`config.mk`:
```
export PLATFORM = sky130hd
export DESIGN_NAME = lpc_host
export DESIGN_NICKNAME = d
export VERILOG_FILES = /design/src/rtl/lpc_host.sv
export SDC_FILE = /design/constraint.sdc
export NUM_CORES = 1
export LEC_CHECK = 0
export BUFFER_PORTS_ARGS = -buffer_cell sky130_fd_sc_hd__buf_2
export CAP_MARGIN = 20
export CELL_PAD_IN_SITES_DETAIL_PLACEMENT = 1
export CELL_PAD_IN_SITES_GLOBAL_PLACEMENT = 1
export CORE_MARGIN = 2
export CORE_UTILIZATION = 40
export CTS_BUF_LIST = sky130_fd_sc_hd__clkbuf_8
export DETAILED_ROUTE_END_ITERATION = 12
export HOLD_SLACK_MARGIN = 0.03
export PLACE_DENSITY_LB_ADDON = 0.25
export SYNTH_ARGS = -nofsm -noshare
export SYNTH_HDL_FRONTEND = slang
export SYNTH_SLANG_ARGS = --single-unit
```
`constraint.sdc`:
```
create_clock -name LPC_CLK -period 1.8 [get_ports LPC_CLK]
set_input_delay 0 -clock LPC_CLK [delete_from_list [all_inputs] [get_ports LPC_CLK]]
set_output_delay 0 -clock LPC_CLK [all_outputs]
set_load 0.02 [all_outputs]
```
`src/rtl/lpc_host.sv`:
```
// rtl/lpc_host.sv - LPC host issuing single-byte I/O read/write cycles
//
// Purpose: accepts one request at a time and runs it on LAD[3:0]/LFRAME#.
// The host drives START, CYCTYP, ADDR, WDATA (writes only) and HTAR1. It
// releases LAD for HTAR2 and then waits in SYNC for the target. Reads then
// capture two data nibbles. A target turnaround follows, then a one-cycle
// response.
// If SYNC sees no ready or error for MAX_WAIT samples, the cycle is aborted
// with four LFRAME# low cycles.
//
// Ports:
//   LPC_CLK, LPC_RST      clock, synchronous active-high reset
//   LAD_OUT/LAD_OE/LAD_IN split LAD pad: host nibble, host enable, pad value
//   LPC_FRAME             LFRAME#, active-low
//   req_*                 request: valid/ready handshake, write flag, addr, wdata
//   rsp_*                 response: one-cycle valid, rdata, error, timeout flag
module lpc_host #(
  parameter int MAX_WAIT = 32
) (
  input  logic        LPC_CLK,
  input  logic        LPC_RST,
  output logic [3:0]  LAD_OUT,
  output logic        LAD_OE,
  input  logic [3:0]  LAD_IN,
  output logic        LPC_FRAME,
  input  logic        req_valid,
  output logic        req_ready,
  input  logic        req_write,
  input  logic [15:0] req_addr,
  input  logic [7:0]  req_wdata,
  output logic        rsp_valid,
  output logic [7:0]  rsp_rdata,
  output logic        rsp_error,
  output logic        rsp_tmo
);

  localparam int WW = $clog2(MAX_WAIT + 1);
  localparam logic [WW-1:0] WAIT_LAST = WW'(MAX_WAIT - 1);

  typedef enum logic [3:0] {
    S_IDLE, S_START, S_CYCTYP, S_ADDR, S_WDATA, S_HTAR1, S_HTAR2,
    S_SYNC, S_RDATA, S_TTAR, S_ABORT, S_ABORT_IDLE, S_DONE
  } state_t;

  state_t        state_q, state_d;
  logic [1:0]    cnt_q, cnt_d;       // nibble / cycle index within a multi-cycle phase
  logic [WW-1:0] wait_q, wait_d;     // SYNC samples without ready/error
  logic          write_q, write_d;
  logic [15:0]   addr_q, addr_d;
  logic [7:0]    wdata_q, wdata_d;
  logic [7:0]    data_q, data_d;     // read data being assembled
  logic          err_q, err_d;       // SYNC error seen in this transaction
  logic [7:0]    rdata_q, rdata_d;
  logic          rerr_q, rerr_d;
  logic          rtmo_q, rtmo_d;

  logic accept;

  // DONE doubles as an idle cycle so a new request can be taken alongside rsp_valid.
  assign req_ready = (state_q == S_IDLE) || (state_q == S_DONE);
  assign accept    = req_valid && req_ready;
  assign rsp_valid = (state_q == S_DONE);
  assign rsp_rdata = rdata_q;
  assign rsp_error = rerr_q;
  assign rsp_tmo   = rtmo_q;

  always_comb begin
    state_d   = state_q;
    cnt_d     = cnt_q;
    wait_d    = wait_q;
    write_d   = write_q;
    addr_d    = addr_q;
    wdata_d   = wdata_q;
    data_d    = data_q;
    err_d     = err_q;
    rdata_d   = rdata_q;
    rerr_d    = rerr_q;
    rtmo_d    = rtmo_q;
    LAD_OUT   = 4'hF;
    LAD_OE    = 1'b0;
    LPC_FRAME = 1'b1;

    case (state_q)
      S_IDLE: ;
      S_START: begin
        LPC_FRAME = 1'b0;
        LAD_OE    = 1'b1;
        LAD_OUT   = 4'h0;
        state_d   = S_CYCTYP;
      end
      S_CYCTYP: begin
        LAD_OE  = 1'b1;
        LAD_OUT = write_q ? 4'h2 : 4'h0;
        cnt_d   = 2'd0;
        state_d = S_ADDR;
      end
      S_ADDR: begin
        LAD_OE = 1'b1;
        case (cnt_q)
          2'd0:    LAD_OUT = addr_q[15:12];
          2'd1:    LAD_OUT = addr_q[11:8];
          2'd2:    LAD_OUT = addr_q[7:4];
          default: LAD_OUT = addr_q[3:0];
        endcase
        cnt_d = cnt_q + 2'd1;
        if (cnt_q == 2'd3) begin
          cnt_d   = 2'd0;
          state_d = write_q ? S_WDATA : S_HTAR1;
        end
      end
      S_WDATA: begin
        // LPC sends the low nibble of data first.
        LAD_OE  = 1'b1;
        LAD_OUT = cnt_q[0] ? wdata_q[7:4] : wdata_q[3:0];
        cnt_d   = cnt_q + 2'd1;
        if (cnt_q[0]) begin
          cnt_d   = 2'd0;
          state_d = S_HTAR1;
        end
      end
      S_HTAR1: begin
        LAD_OE  = 1'b1;
        LAD_OUT = 4'hF;
        state_d = S_HTAR2;
      end
      S_HTAR2: state_d = S_SYNC;
      S_SYNC: begin
        cnt_d = 2'd0;
        if (LAD_IN == 4'b0000 || LAD_IN == 4'b1010) begin
          if (LAD_IN == 4'b1010) err_d = 1'b1;
          state_d = write_q ? S_TTAR : S_RDATA;
        end else if (wait_q == WAIT_LAST) begin
          state_d = S_ABORT;
        end else begin
          wait_d = wait_q + WW'(1);
        end
      end
      S_RDATA: begin
        cnt_d = cnt_q + 2'd1;
        if (cnt_q[0]) begin
          data_d[7:4] = LAD_IN;
          cnt_d       = 2'd0;
          state_d     = S_TTAR;
        end else begin
          data_d[3:0] = LAD_IN;
        end
      end
      S_TTAR: begin
        cnt_d = cnt_q + 2'd1;
        if (cnt_q[0]) begin
          cnt_d   = 2'd0;
          state_d = S_DONE;
          rdata_d = write_q ? 8'h00 : data_q;
          rerr_d  = err_q;
          rtmo_d  = 1'b0;
        end
      end
      S_ABORT: begin
        LPC_FRAME = 1'b0;
        LAD_OE    = 1'b1;
        LAD_OUT   = 4'hF;
        cnt_d     = cnt_q + 2'd1;
        if (cnt_q == 2'd3) begin
          cnt_d   = 2'd0;
          state_d = S_ABORT_IDLE;
        end
      end
      S_ABORT_IDLE: begin
        state_d = S_DONE;
        rdata_d = 8'h00;
        rerr_d  = 1'b1;
        rtmo_d  = 1'b1;
      end
      S_DONE:  state_d = S_IDLE;
      default: state_d = S_IDLE;
    endcase

    // Capture after the case so an accept in DONE overrides its return to IDLE.
    if (accept) begin
      state_d = S_START;
      cnt_d   = 2'd0;
      wait_d  = '0;
      err_d   = 1'b0;
      data_d  = 8'h00;
      write_d = req_write;
      addr_d  = req_addr;
      wdata_d = req_wdata;
    end
  end

  always_ff @(posedge LPC_CLK) begin
    if (LPC_RST) begin
      state_q <= S_IDLE;
      cnt_q   <= 2'd0;
      wait_q  <= '0;
      write_q <= 1'b0;
      addr_q  <= 16'h0000;
      wdata_q <= 8'h00;
      data_q  <= 8'h00;
      err_q   <= 1'b0;
      rdata_q <= 8'h00;
      rerr_q  <= 1'b0;
      rtmo_q  <= 1'b0;
    end else begin
      state_q <= state_d;
      cnt_q   <= cnt_d;
      wait_q  <= wait_d;
      write_q <= write_d;
      addr_q  <= addr_d;
      wdata_q <= wdata_d;
      data_q  <= data_d;
      err_q   <= err_d;
      rdata_q <= rdata_d;
      rerr_q  <= rerr_d;
      rtmo_q  <= rtmo_d;
    end
  end

endmodule
```
==> run_results.csv <==
group,metric,value,unit
critical_path,cp_slowest_cell,"a222oi_1",
floorplan,num_io_pins,50,
clocking,clockRootBuffer,"clkbuf_8",
clocking,clock_latency,0.32,ns
critical_path,path_delay_family,"compound AO/OA/AOI/OAI gates",
sta,fin_crit_sh,1.091,
min_path,hold_path.class,"in2reg",
critical_path,cp-end-kind,"primary output",
logic_synthesis,yosys.cell_types.count,43,
logic_synthesis,ys_top_cells_by_area,"dfxtp_1 (42%), nand2_1 (8.9%), a21oi_1 (7.1%), nor2_1 (5.9%), mux2i_1 (3.4%)",
critical_path,cp_max_fo,4,
sta,maxSlewViolCount,0,
power,pwr_density_cell,835.2,nW/um^2
final_layout,final_cell_area,3612,um^2
logic_synthesis,syn_inst,339,
place,pre_cts_slack,0.06700,ns
logic_synthesis,syn-num-nets,377,
place,gp_congestion,0.8475,
place,dp_hpwl,5853,um
sta,slew_headroom,0.7101,
power,p_total,3.017,mW
floorplan,rows,29,
final_layout,finish.net_count,468,
logic_synthesis,ys_seq_area_frac,0.4169,
place,dpl-instance-area,3129,um^2
drt,drc,0,
global_route,gr-total-overflow,0,
sta,post-route-worst-setup-slack,-0.1635,ns
drt,antenna_left,0,
final_layout,n_antenna_cell,0,
floorplan,die_h,85.99,um
critical_path,cp_data_required_time,1.80,ns
power,irDropWorstVdd,0.5873,mV
floorplan,die_w,85.99,um
clocking,cts_buffers,5,
critical_path,crit_path_max_incr_delay,0.39,ns
drt,vias_per_cell,5.626,
critical_path,crit_chain,"buf_6, ha_4, a222oi_1, o21ai_1, a31oi_1, o21ai_0, buf_2",
sta,min_period,1.963,ns
clocking,h-tree-depth,2,
final_layout,drive_above_1_share,0.2599,
clocking,clock_path_buffers,2,
outcome,status,"finished with violations",
clocking,clkTransAtPathRegs,0.10,ns
logic_synthesis,synth-seq-cells,56,
floorplan,start_util,0.4187,
global_route,grt_antenna_before_repair,0,
clocking,cts.sinks,56,
sta,finalHoldViolations,0,
logic_synthesis,synth_edf_count,0,
final_layout,area_growth,34.34,%
critical_path,worstPathArrival,1.96,ns
sta,worstMarginPinSlew,0.4303,ns
job,drv_cap,0,
logic_synthesis,syn_avg_cell_area,7.932,um^2
outcome,violations,"setup timing",
floorplan,dieArea,7394,um^2
logic_synthesis,yosys.area.top_type,"dfxtp_1",
drt,avgRoutedWirePerCell,18.21,um
sta,grt_setup_unrepaired,"yes",
sta,setup_violations,3,
logic_synthesis,syn-cell-area,2689,um^2
logic_synthesis,synth_top_area_share,0.4169,
logic_synthesis,async_reset_ff_frac,0,
sta,timing.fmax,509.3,MHz
critical_path,crit_buf_inv,2,
global_route,grt_pass1_vias,2955,
sta,fin_worst_skew,0.004346,ns
power,p_leak,1.446,nW
clocking,cts_tree,"built",
global_route,grt_max_degree,37,
logic_synthesis,ys.warnings.count,0,
drt,drtIter0Drc,236,
logic_synthesis,synth.most_common_cell,"nand2_1",
critical_path,criticalPathCategory,"reg2out",
global_route,grt_pass1_wl,15510,um
logic_synthesis,synthTopCellsByCount,"nand2_1 (64), dfxtp_1 (56), nor2_1 (42)",
drt,wl,9253,um
critical_path,cp-start-kind,"flip-flop",
place,portBuffers,49,
drt,num_vias,2858,
global_route,gr-usage-all-layers,0.2673,
logic_synthesis,ys_dominant_reg_cell,"dfxtp_1",
drt,drt-pass1-iter-count,7,
floorplan,core_area,6422,um^2
==> metrics by stage <==
| stage | hold WS [ns] | std cells | setup TNS [ns] | utilization |
|---|---|---|---|---|
| floorplan | 0.1360 | 339 | 0 | - |
| global placement | 0.2410 | 468 | 0 | 0.4872 |
| detailed placement | 0.2503 | 468 | 0 | 0.4872 |
| CTS | 0.1245 | 508 | -0.2854 | 0.5560 |
| global route | 0.1355 | 508 | -0.8702 | 0.5624 |
| finish | 0.1131 | 508 | -0.4483 | 0.5624 |
==> placed cells by master (no fill, tap or decap), types with 7 or more instances in the layout <==
master,netlist,final
nand2_1,64,64
dfxtp_1,56,51
a22oi_1,7,7
buf_4,1,28
mux2i_1,9,8
o21ai_0,18,11
dlygate4sd3_1,0,29
buf_2,7,48
nor2_1,42,40
a21oi_1,38,38
o21ai_1,1,8
==> state kept, by name, indices dropped and copies added, names as in the netlist <==
name / flops
addr_q: 16
state_q: 4
rsp_rdata: 8
err_q: 1
data_q: 8
wait_q: 6
rsp_tmo: 1
rsp_error: 1
write_q: 1
wdata_q: 8
cnt_q: 2
==> final timing paths <==
| path | from | endpoint | slack, ns | depth (start not counted) |
|---|---|---|---|---|
| max | cnt_q[0] | LAD_OUT[0] | -0.16 | 7 |
| min | req_valid | addr_q[12] | 0.11 | 4 |
| max reg2reg | state_q[3] | data_q[3] | 0.15 | 5 |
| min reg2reg | wdata_q[3] | wdata_q[3] | 0.46 | 2 |
==> what timing repair did <==
action                     CTS  global route
resized for setup           18            12
pin swaps                    9             2
setup buffers                3             0
hold endpoints to repair    33             0
setup endpoints to repair    4            10
hold buffers                29             0
gates cloned                 0             0
==> worst reg2reg max path: cells and delay by family (launching register included) <==
family                 cells  cell delay [ns]
buffers and inverters      1             0.22
DFF                        1             0.37
muxes                      1             0.28
and+or+nand+nor            3             0.67
==> cells by family (layout without fill, tap and decap cells) <==
kind of cell / after synthesis / count (layout) / synth area share
flops: 56 / 56 / 0.4169
fa+ha+maj: 6 / 6 / 0.02792
xor+xnor: 6 / 6 / 0.01954
mux: 9 / 9 / 0.03351
simple gates: 138 / 138 / 0.2308
compound gates: 93 / 93 / 0.2122
buf+inv: 31 / 123 / 0.05910
==> report_power, final <==
group	total, mW	leakage [nW]	switching (mW)	internal (mW)
logic	0.911	0.940	0.525	0.386
registers	1.39	0.457	0.0715	1.32
clock network	0.719	0.0485	0.438	0.280
total	3.02	1.45	1.04	1.98
==> layer usage <==
metal,vias to the layer above,routed length (um),GRT usage
met2,88,4584,0.4461
met1,1408,4063,0.3567
li1,1353,-,-
met3,9,520,0.04909
met4,0,85,0.06638
met5,-,0,0
==> final cells by class <==
type                       count  area [um^2]
multi-input combinational    252         1471
timing repair buffer         109        803.3
tap                           77        96.34
clock buffer                   5        68.82
sequential                    56         1127
clock inverter                 3        22.52
inverter                       6        22.52
fill                         799         2810
(Power assumes the default switching activity.)
